--- src/rtl/vga_pkg.sv ---
// Shared 640x480@60 VGA timing constants and the sync/blank decode used by the timing generator.
package vga_pkg;

    localparam int unsigned H_VISIBLE = 640;
    localparam int unsigned H_FP      = 16;
    localparam int unsigned H_SYNC    = 96;
    localparam int unsigned H_BP      = 48;
    localparam int unsigned V_VISIBLE = 480;
    localparam int unsigned V_FP      = 10;
    localparam int unsigned V_SYNC    = 2;
    localparam int unsigned V_BP      = 33;

    localparam int unsigned H_TOTAL = H_VISIBLE + H_FP + H_SYNC + H_BP;
    localparam int unsigned V_TOTAL = V_VISIBLE + V_FP + V_SYNC + V_BP;

    localparam logic [9:0] H_MAX        = 10'(H_TOTAL - 1);
    localparam logic [9:0] V_MAX        = 10'(V_TOTAL - 1);
    localparam logic [9:0] H_VIS_END    = 10'(H_VISIBLE);
    localparam logic [9:0] V_VIS_END    = 10'(V_VISIBLE);
    localparam logic [9:0] H_SYNC_START = 10'(H_VISIBLE + H_FP);
    localparam logic [9:0] H_SYNC_END   = 10'(H_VISIBLE + H_FP + H_SYNC - 1);
    localparam logic [9:0] V_SYNC_START = 10'(V_VISIBLE + V_FP);
    localparam logic [9:0] V_SYNC_END   = 10'(V_VISIBLE + V_FP + V_SYNC - 1);

    typedef struct packed {
        logic hs;
        logic vs;
        logic blank;
    } vga_ctrl_t;

    localparam vga_ctrl_t CTRL_RESET = '{hs: 1'b1, vs: 1'b1, blank: 1'b1};

    // Syncs are active-low; blank=1 means the pixel is visible.
    function automatic vga_ctrl_t decode_ctrl(input logic [9:0] x, input logic [9:0] y);
        vga_ctrl_t c;
        c.hs    = !((x >= H_SYNC_START) && (x <= H_SYNC_END));
        c.vs    = !((y >= V_SYNC_START) && (y <= V_SYNC_END));
        c.blank = (x < H_VIS_END) && (y < V_VIS_END);
        return c;
    endfunction

endpackage

--- src/rtl/vga_timing_gen.sv ---
// VGA raster timing generator: pixel divider, 800x525 raster counters and registered sync/blank.
// Reset asserts asynchronously; release passes through a two-flop synchroniser.
module vga_timing_gen
    import vga_pkg::*;
#(
    parameter int unsigned PIX_DIV = 2
) (
    input  logic       Clk,
    input  logic       Reset_n,
    output logic       pixel_clk,
    output logic       pix_en,
    output logic [9:0] DrawX,
    output logic [9:0] DrawY,
    output logic       hs,
    output logic       vs,
    output logic       blank,
    output logic       frame_start
);

    localparam int unsigned DIV_W = $clog2(PIX_DIV);
    localparam logic [DIV_W-1:0] DIV_MAX  = DIV_W'(PIX_DIV - 1);
    localparam logic [DIV_W-1:0] DIV_HALF = DIV_W'(PIX_DIV / 2);

    logic [1:0]       sync_q;
    logic             running;
    logic [DIV_W-1:0] div_q, div_d;
    logic [9:0]       x_q, x_d;
    logic [9:0]       y_q, y_d;
    vga_ctrl_t        ctrl_q, ctrl_d;
    logic             pclk_q, pclk_d;
    logic             fs_q, fs_d;
    logic             pix_en_w;

    always_ff @(posedge Clk or negedge Reset_n) begin
        if (!Reset_n) begin
            sync_q <= 2'b00;
        end else begin
            sync_q <= {sync_q[0], 1'b1};
        end
    end

    assign running  = sync_q[1];
    assign pix_en_w = running && (div_q == DIV_MAX);

    always_comb begin
        div_d = div_q;
        x_d   = x_q;
        y_d   = y_q;
        if (!running || pix_en_w) begin
            div_d = '0;
        end else begin
            div_d = div_q + 1'b1;
        end
        if (pix_en_w) begin
            if (x_q == H_MAX) begin
                x_d = 10'd0;
                y_d = (y_q == V_MAX) ? 10'd0 : y_q + 10'd1;
            end else begin
                x_d = x_q + 10'd1;
            end
        end
    end

    // Decoding the next-state counters lets the registered controls line up with DrawX/DrawY.
    always_comb begin
        ctrl_d = decode_ctrl(x_d, y_d);
        fs_d   = pix_en_w && (x_q == H_MAX) && (y_q == V_MAX);
        // sync_q[0] predicts whether the divider runs in the coming cycle.
        pclk_d = sync_q[0] && (div_d < DIV_HALF);
    end

    always_ff @(posedge Clk or negedge Reset_n) begin
        if (!Reset_n) begin
            div_q  <= '0;
            x_q    <= 10'd0;
            y_q    <= 10'd0;
            ctrl_q <= CTRL_RESET;
            pclk_q <= 1'b0;
            fs_q   <= 1'b0;
        end else begin
            div_q  <= div_d;
            x_q    <= x_d;
            y_q    <= y_d;
            ctrl_q <= ctrl_d;
            pclk_q <= pclk_d;
            fs_q   <= fs_d;
        end
    end

    assign pixel_clk   = pclk_q;
    assign pix_en      = pix_en_w;
    assign DrawX       = x_q;
    assign DrawY       = y_q;
    assign hs          = ctrl_q.hs;
    assign vs          = ctrl_q.vs;
    assign blank       = ctrl_q.blank;
    assign frame_start = fs_q;

endmodule

--- config.mk ---
export PLATFORM = sky130hd
export DESIGN_NAME = vga_timing_gen
export DESIGN_NICKNAME = d
export VERILOG_FILES = /design/src/rtl/vga_pkg.sv /design/src/rtl/vga_timing_gen.sv
export SDC_FILE = /design/constraint.sdc
export NUM_CORES = 1
export LEC_CHECK = 0
export ABC_AREA = 1
export CAP_MARGIN = 30
export CORE_ASPECT_RATIO = 0.75
export CORE_MARGIN = 2
export CORE_UTILIZATION = 40
export CTS_BUF_LIST = sky130_fd_sc_hd__clkbuf_4 sky130_fd_sc_hd__clkbuf_8 sky130_fd_sc_hd__clkbuf_16
export CTS_CLUSTER_DIAMETER = 150
export CTS_CLUSTER_SIZE = 14
export DETAILED_ROUTE_END_ITERATION = 16
export REMOVE_ABC_BUFFERS = 1
export SYNTH_ARGS = -nofsm -noshare
export SYNTH_HDL_FRONTEND = slang
export SYNTH_SLANG_ARGS = --single-unit
--- constraint.sdc ---
create_clock -name Clk -period 3.1 [get_ports Clk]
set_input_delay 0.62 -clock Clk [delete_from_list [all_inputs] [get_ports Clk]]
set_output_delay 0.62 -clock Clk [all_outputs]
set_load 0.02 [all_outputs]
# Word level (Yosys, flattened, before mapping)
# Cells that the tools add are included.
[classes]
muxes = 6
n_eq_ne = 2
n_addsub = 3
reduce_logical = 11
n_lt_le_gt_ge = 7
[ops]
columns = ["cell", "n"]
rows = [
  ["2-to-1 mux 10 bit", 5],
  ["adder 10 x 1 -> 10 bit (second input constant)", 2],
  ["== test 10 bit (second input constant)", 2],
  [">= comparator 10 bit (second input constant)", 1],
  [">= comparator 10 x 9 -> 1 bit (second input constant)", 1],
  ["less-or-equal comparator 10 bit (second input constant)", 1],
  ["less-or-equal comparator 10 x 9 -> 1 bit (second input constant)", 1],
  ["< comparator 10 bit (second input constant)", 1],
  ["< comparator 10 x 9 -> 1 bit (second input constant)", 1],
  ["logical AND 1 bit", 7],
  ["zero test 1 bit", 3],
  ["adder 1 bit (second input constant)", 1],
  ["logical OR 1 bit", 1],
  ["< comparator 1 bit (second input constant)", 1],
  ["2-to-1 mux 1 bit", 1],
]
[word_totals]
output_inout_bits = 26
elab_cells = 38
in_bits = 2
ff_bits = 28

# Depth between registers and ports, before layout
[logic_depth]
depth_word = 7
ltp_mapped = 12
ltp_nobuf = 12

# Worst setup path after synthesis
# OpenSTA, ideal clock, no wires.
[synth_timing]
path_type = "flip-flop to flip-flop"
startpoint = "reg x_q[0], in the netlist DrawX[0]"
endpoint = "reg ctrl_q (netlist bit vs)"
slack_ns = 1.396
setup_ns = 0.084
arrival_time_ns = 1.620
synth_period_minus_slack_ns = 1.704
t_required_ns = 3.016
n_path_buf = 0
path_stages_with_launch = 13
cell_sequence = "dfrtp_1 > ha_1 > nand3_1 > nor2_2 > nand3_2 > inv_2 > nand2_2 > nand2_1 > inv_1 > nand2_1 > nand2_1 > nor2_1 > nand3_1"
[synth_rtl]
columns = ["item", "line", "text"]
rows = [
  ["start: declaration", "vga_timing_gen.sv:27", "logic [9:0] x_q, x_d;"],
  ["start signal: assignment", "vga_timing_gen.sv:75", "x_q <= 10'd0;"],
  ["start signal: assignment", "vga_timing_gen.sv:82", "x_q <= x_d;"],
  ["end signal: assignment", "vga_timing_gen.sv:84", "ctrl_q <= ctrl_d;"],
  ["end: declaration", "vga_timing_gen.sv:29", "vga_ctrl_t ctrl_q, ctrl_d;"],
]

# Final worst setup path
[layout_timing]
startpoint = "reg div_q"
endpoint = "out pix_en"
[layout_via]
elab_chain_len = 1
[layout_lines]
columns = ["item", "line", "text"]
rows = [
  ["start: declaration", "vga_timing_gen.sv:26", "logic [DIV_W-1:0] div_q, div_d;"],
  ["start signal: assignment", "vga_timing_gen.sv:81", "div_q <= div_d;"],
  ["logical AND 1 bit", "vga_timing_gen.sv:43", "assign pix_en_w = running && (div_q == DIV_MAX);"],
  ["end: declaration", "vga_timing_gen.sv:11", "output logic pix_en,"],
]
# Every way passes these cells.

==> flow_summary.ini <==
[outcome]
status = complete, no violations

[floorplanning]
core_mm2 = 0.00403
fp.dieW_um = 78.7
die-area_mm2 = 0.00472
ios = 28
initial_core_util_pct = 41.5
die_h_um = 60.0
rows = 20

[yosys]
synth_warnings = 0
synth_top_area_share_pct = 37.4
ys_seq_area_share_pct = 42.1
synth_seq_cells = 28
netlist_instances = 229
syn_area_mm2 = 0.00167
avgSynthCellArea_um2 = 7.31
synth_area_leaders = dfrtp_1, nand2_1, inv_1
ys.flop_type = dfrtp_1
synth_edf_count = 0
yosysMostFrequentCell = nand2_1
ys_async_sr_fraction_pct = 100
ys_types = 28
ys_top_cells_by_count = nand2_1, inv_1, nor2_1
synth_top_area_cell = dfrtp_1

[clock_tree]
clockBufferDepth = 2
cts.sinks = 28
cts_made_buffers = 3
cts_resized = 0
postCtsHoldBufs = 0
htree_num_levels = 1
cts_setup_buffers = 0
clock_latency_ns = 0.27
clk_pin_slew_ns = 0.09
tritoncts = yes
root_buffer = clkbuf_8

[critical_path]
crit_arrival_ns = 1.75
critPathLaunch = div_q$_DFF_PN0_
crit_fanout = 19
crit_chain = nand2_2 > inv_2 > clkdlybuf4s50_1
critPathKind = reg -> out
cp_slowest_cell = clkdlybuf4s50_1
worstSetupEndpointType = output port
crit_required_ns = 2.48
rr_startpoint = DrawX[0]$_DFF_PN0_
cp_slowest_stage_delay_ns = 0.68
start_kind = flop

[cells_and_area]
antenna_cells = 0
seq_area_um2 = 704
layout.nets = 266
multiInputGateArea_um2 = 821
stdcell_area_mm2 = 0.00207
finish.utilization_pct = 51.4
nFillCells = 396
area_growth_pct = 23.7
drive_gt1_share_pct = 11.2
finalNonFillerCells = 315

[global_routing]
grt_usage_pct = 18.0
grt_start_max_net_pins = 29
grt_overflow = 0
grt_pass1_wl_um = 6560
grt_pass1_vias = 1374
antenna_found_initial = 0

[place]
globalplace.congestion = 0.879
place_area_mm2 = 0.00201
port-buffer-count = 27
hpwl_um = 2920
place_inst = 311

[detailed_routing]
antenna_left = 0
drt_iter0_drc = 50
vias = 1508
drtPass1Iterations = 4
vias_per_cell = 4.79
drc_errors = 0
wl_per_cell_um = 12.0
wl_um = 3780

[power]
p_int_w = 0.000571
seqPwrFrac_pct = 53.4
pwr-share-clk_pct = 27.6
power_frac_comb_pct = 19.0
power_density_mw_per_mm2 = 387
p_total_w = 0.000801
netSwitchingPower_w = 0.000231
p_leak_nw = 0.978
p_sw_share_pct = 28.8
ir_worst_vdd_mv = 0.214

[sta]
final_max_slew_viol_count = 0
finalSetupViolCount = 0
skew_ns = 0.00347
period_share_pct = 76.5
finalSetupTns_ns = 0
final_hold_viol_count = 0
max_freq_mhz = 422
rsz0062_at_grt = false
min_period_ns = 2.37

[run]
maxCapViolations = 0

[min_path]
hold_path.class = reg -> reg
worst_hold_startpoint = sync_q[0]$_DFF_PN0_
-- stage by stage --
step | hold WS (ns) | worst slack, ns
final | 0.382 | 0.730
after global routing | 0.400 | 0.629
after CTS | 0.385 | 0.718
after detailed placement | 0.363 | 1.03
after global placement | 0.363 | 1.05
after floorplan | 0.324 | 1.39
-- final timing paths --
| kind | to | slack [ns] | cells after the start |
|---|---|---|---|
| max | pix_en | 0.73 | 3 |
| min | sync_q[1]$_DFF_PN0_ | 0.38 | 0 |
| max reg2reg | vs$_DFF_PN1_ | 1.18 | 10 |
| min reg2reg | sync_q[1]$_DFF_PN0_ | 0.38 | 0 |
| max in group asynchronous | blank$_DFF_PN1_ | 2.07 | 2 |
| min in group asynchronous | DrawX[5]$_DFF_PN0_ | 0.71 | 2 |
-- cells by family after synthesis --
family | Yosys count | share of synthesized area (%)
AO/OA/AOI/OAI | 15 | 4.94
XOR/XNOR | 2 | 1.05
adder cells (fa/ha/maj) | 3 | 2.24
buffers and inverters | 39 | 8.83
flip-flops | 28 | 42.1
other | 1 | 0.224
AND/OR/NAND/NOR | 141 | 40.6
-- layout make-up --
cell class | count | area share (%)
timing repair buffer | 28 | 13.4
clock buffer | 4 | 2.66
inverter | 38 | 6.89
multi-input combinational | 162 | 39.7
tap | 55 | 3.33
sequential | 28 | 34.0
-- worst max-delay path, delay by kind of cell (launching register included) --
| family | cells | cell delay [ns] |
|---|---|---|
| buffers and inverters | 2 | 0.99 |
| DFF | 1 | 0.36 |
| and+or+nand+nor | 1 | 0.13 |
-- layer usage --
layer | vias to the layer above | wire [um] | GRT usage, %
li1 | 785 | - | -
met1 | 685 | 2040 | 28.1
met2 | 38 | 1500 | 26.4
met3 | 0 | 243 | 3.63
met4 | 0 | 0 | 2.26
met5 | - | 0 | 0
-- registers in the layout, summed over array words and instances, names as in the netlist --
signal and count:
DrawX 10, DrawY 10, sync_q 2, blank 1, div_q 1, frame_start 1
hs 1, pixel_clk 1, vs 1
-- power groups by stage --
stage                     sequential (W)  combinational, W  clock, W
after global placement          0.000436          0.000154         0
final                           0.000428          0.000153  0.000221
after floorplan                 0.000456         0.0000555         0
after global routing            0.000432          0.000171  0.000248
after CTS                       0.000429          0.000155  0.000236
after detailed placement        0.000435          0.000154         0
-- layout by cell type, fill, tap and decap left out --
| master | count |
|---|---|
| clkinv_1 | 1 |
| nor3_1 | 1 |
| ha_1 | 3 |
| buf_4 | 1 |
| nand2_2 | 4 |
| o21bai_1 | 1 |
| o21ai_2 | 1 |
| dfstp_2 | 3 |
| a31oi_1 | 1 |
| nor2_2 | 6 |
| nand3_2 | 1 |
| dfrtp_1 | 25 |
| nand3_1 | 25 |
| nand4_1 | 8 |
| nand2_1 | 61 |
| nor2_4 | 4 |
| nand4_2 | 1 |
| nand3b_1 | 2 |
| nor3_2 | 1 |
| inv_2 | 2 |
| xnor2_1 | 1 |
| o21ai_0 | 11 |
| clkdlybuf4s50_1 | 27 |
| nor2_1 | 26 |
| nand3_4 | 1 |
| clkbuf_8 | 4 |
| xor2_1 | 1 |
| conb_1 | 1 |
| inv_1 | 35 |
| a21oi_1 | 1 |
Power figures use the tool's default switching activity.
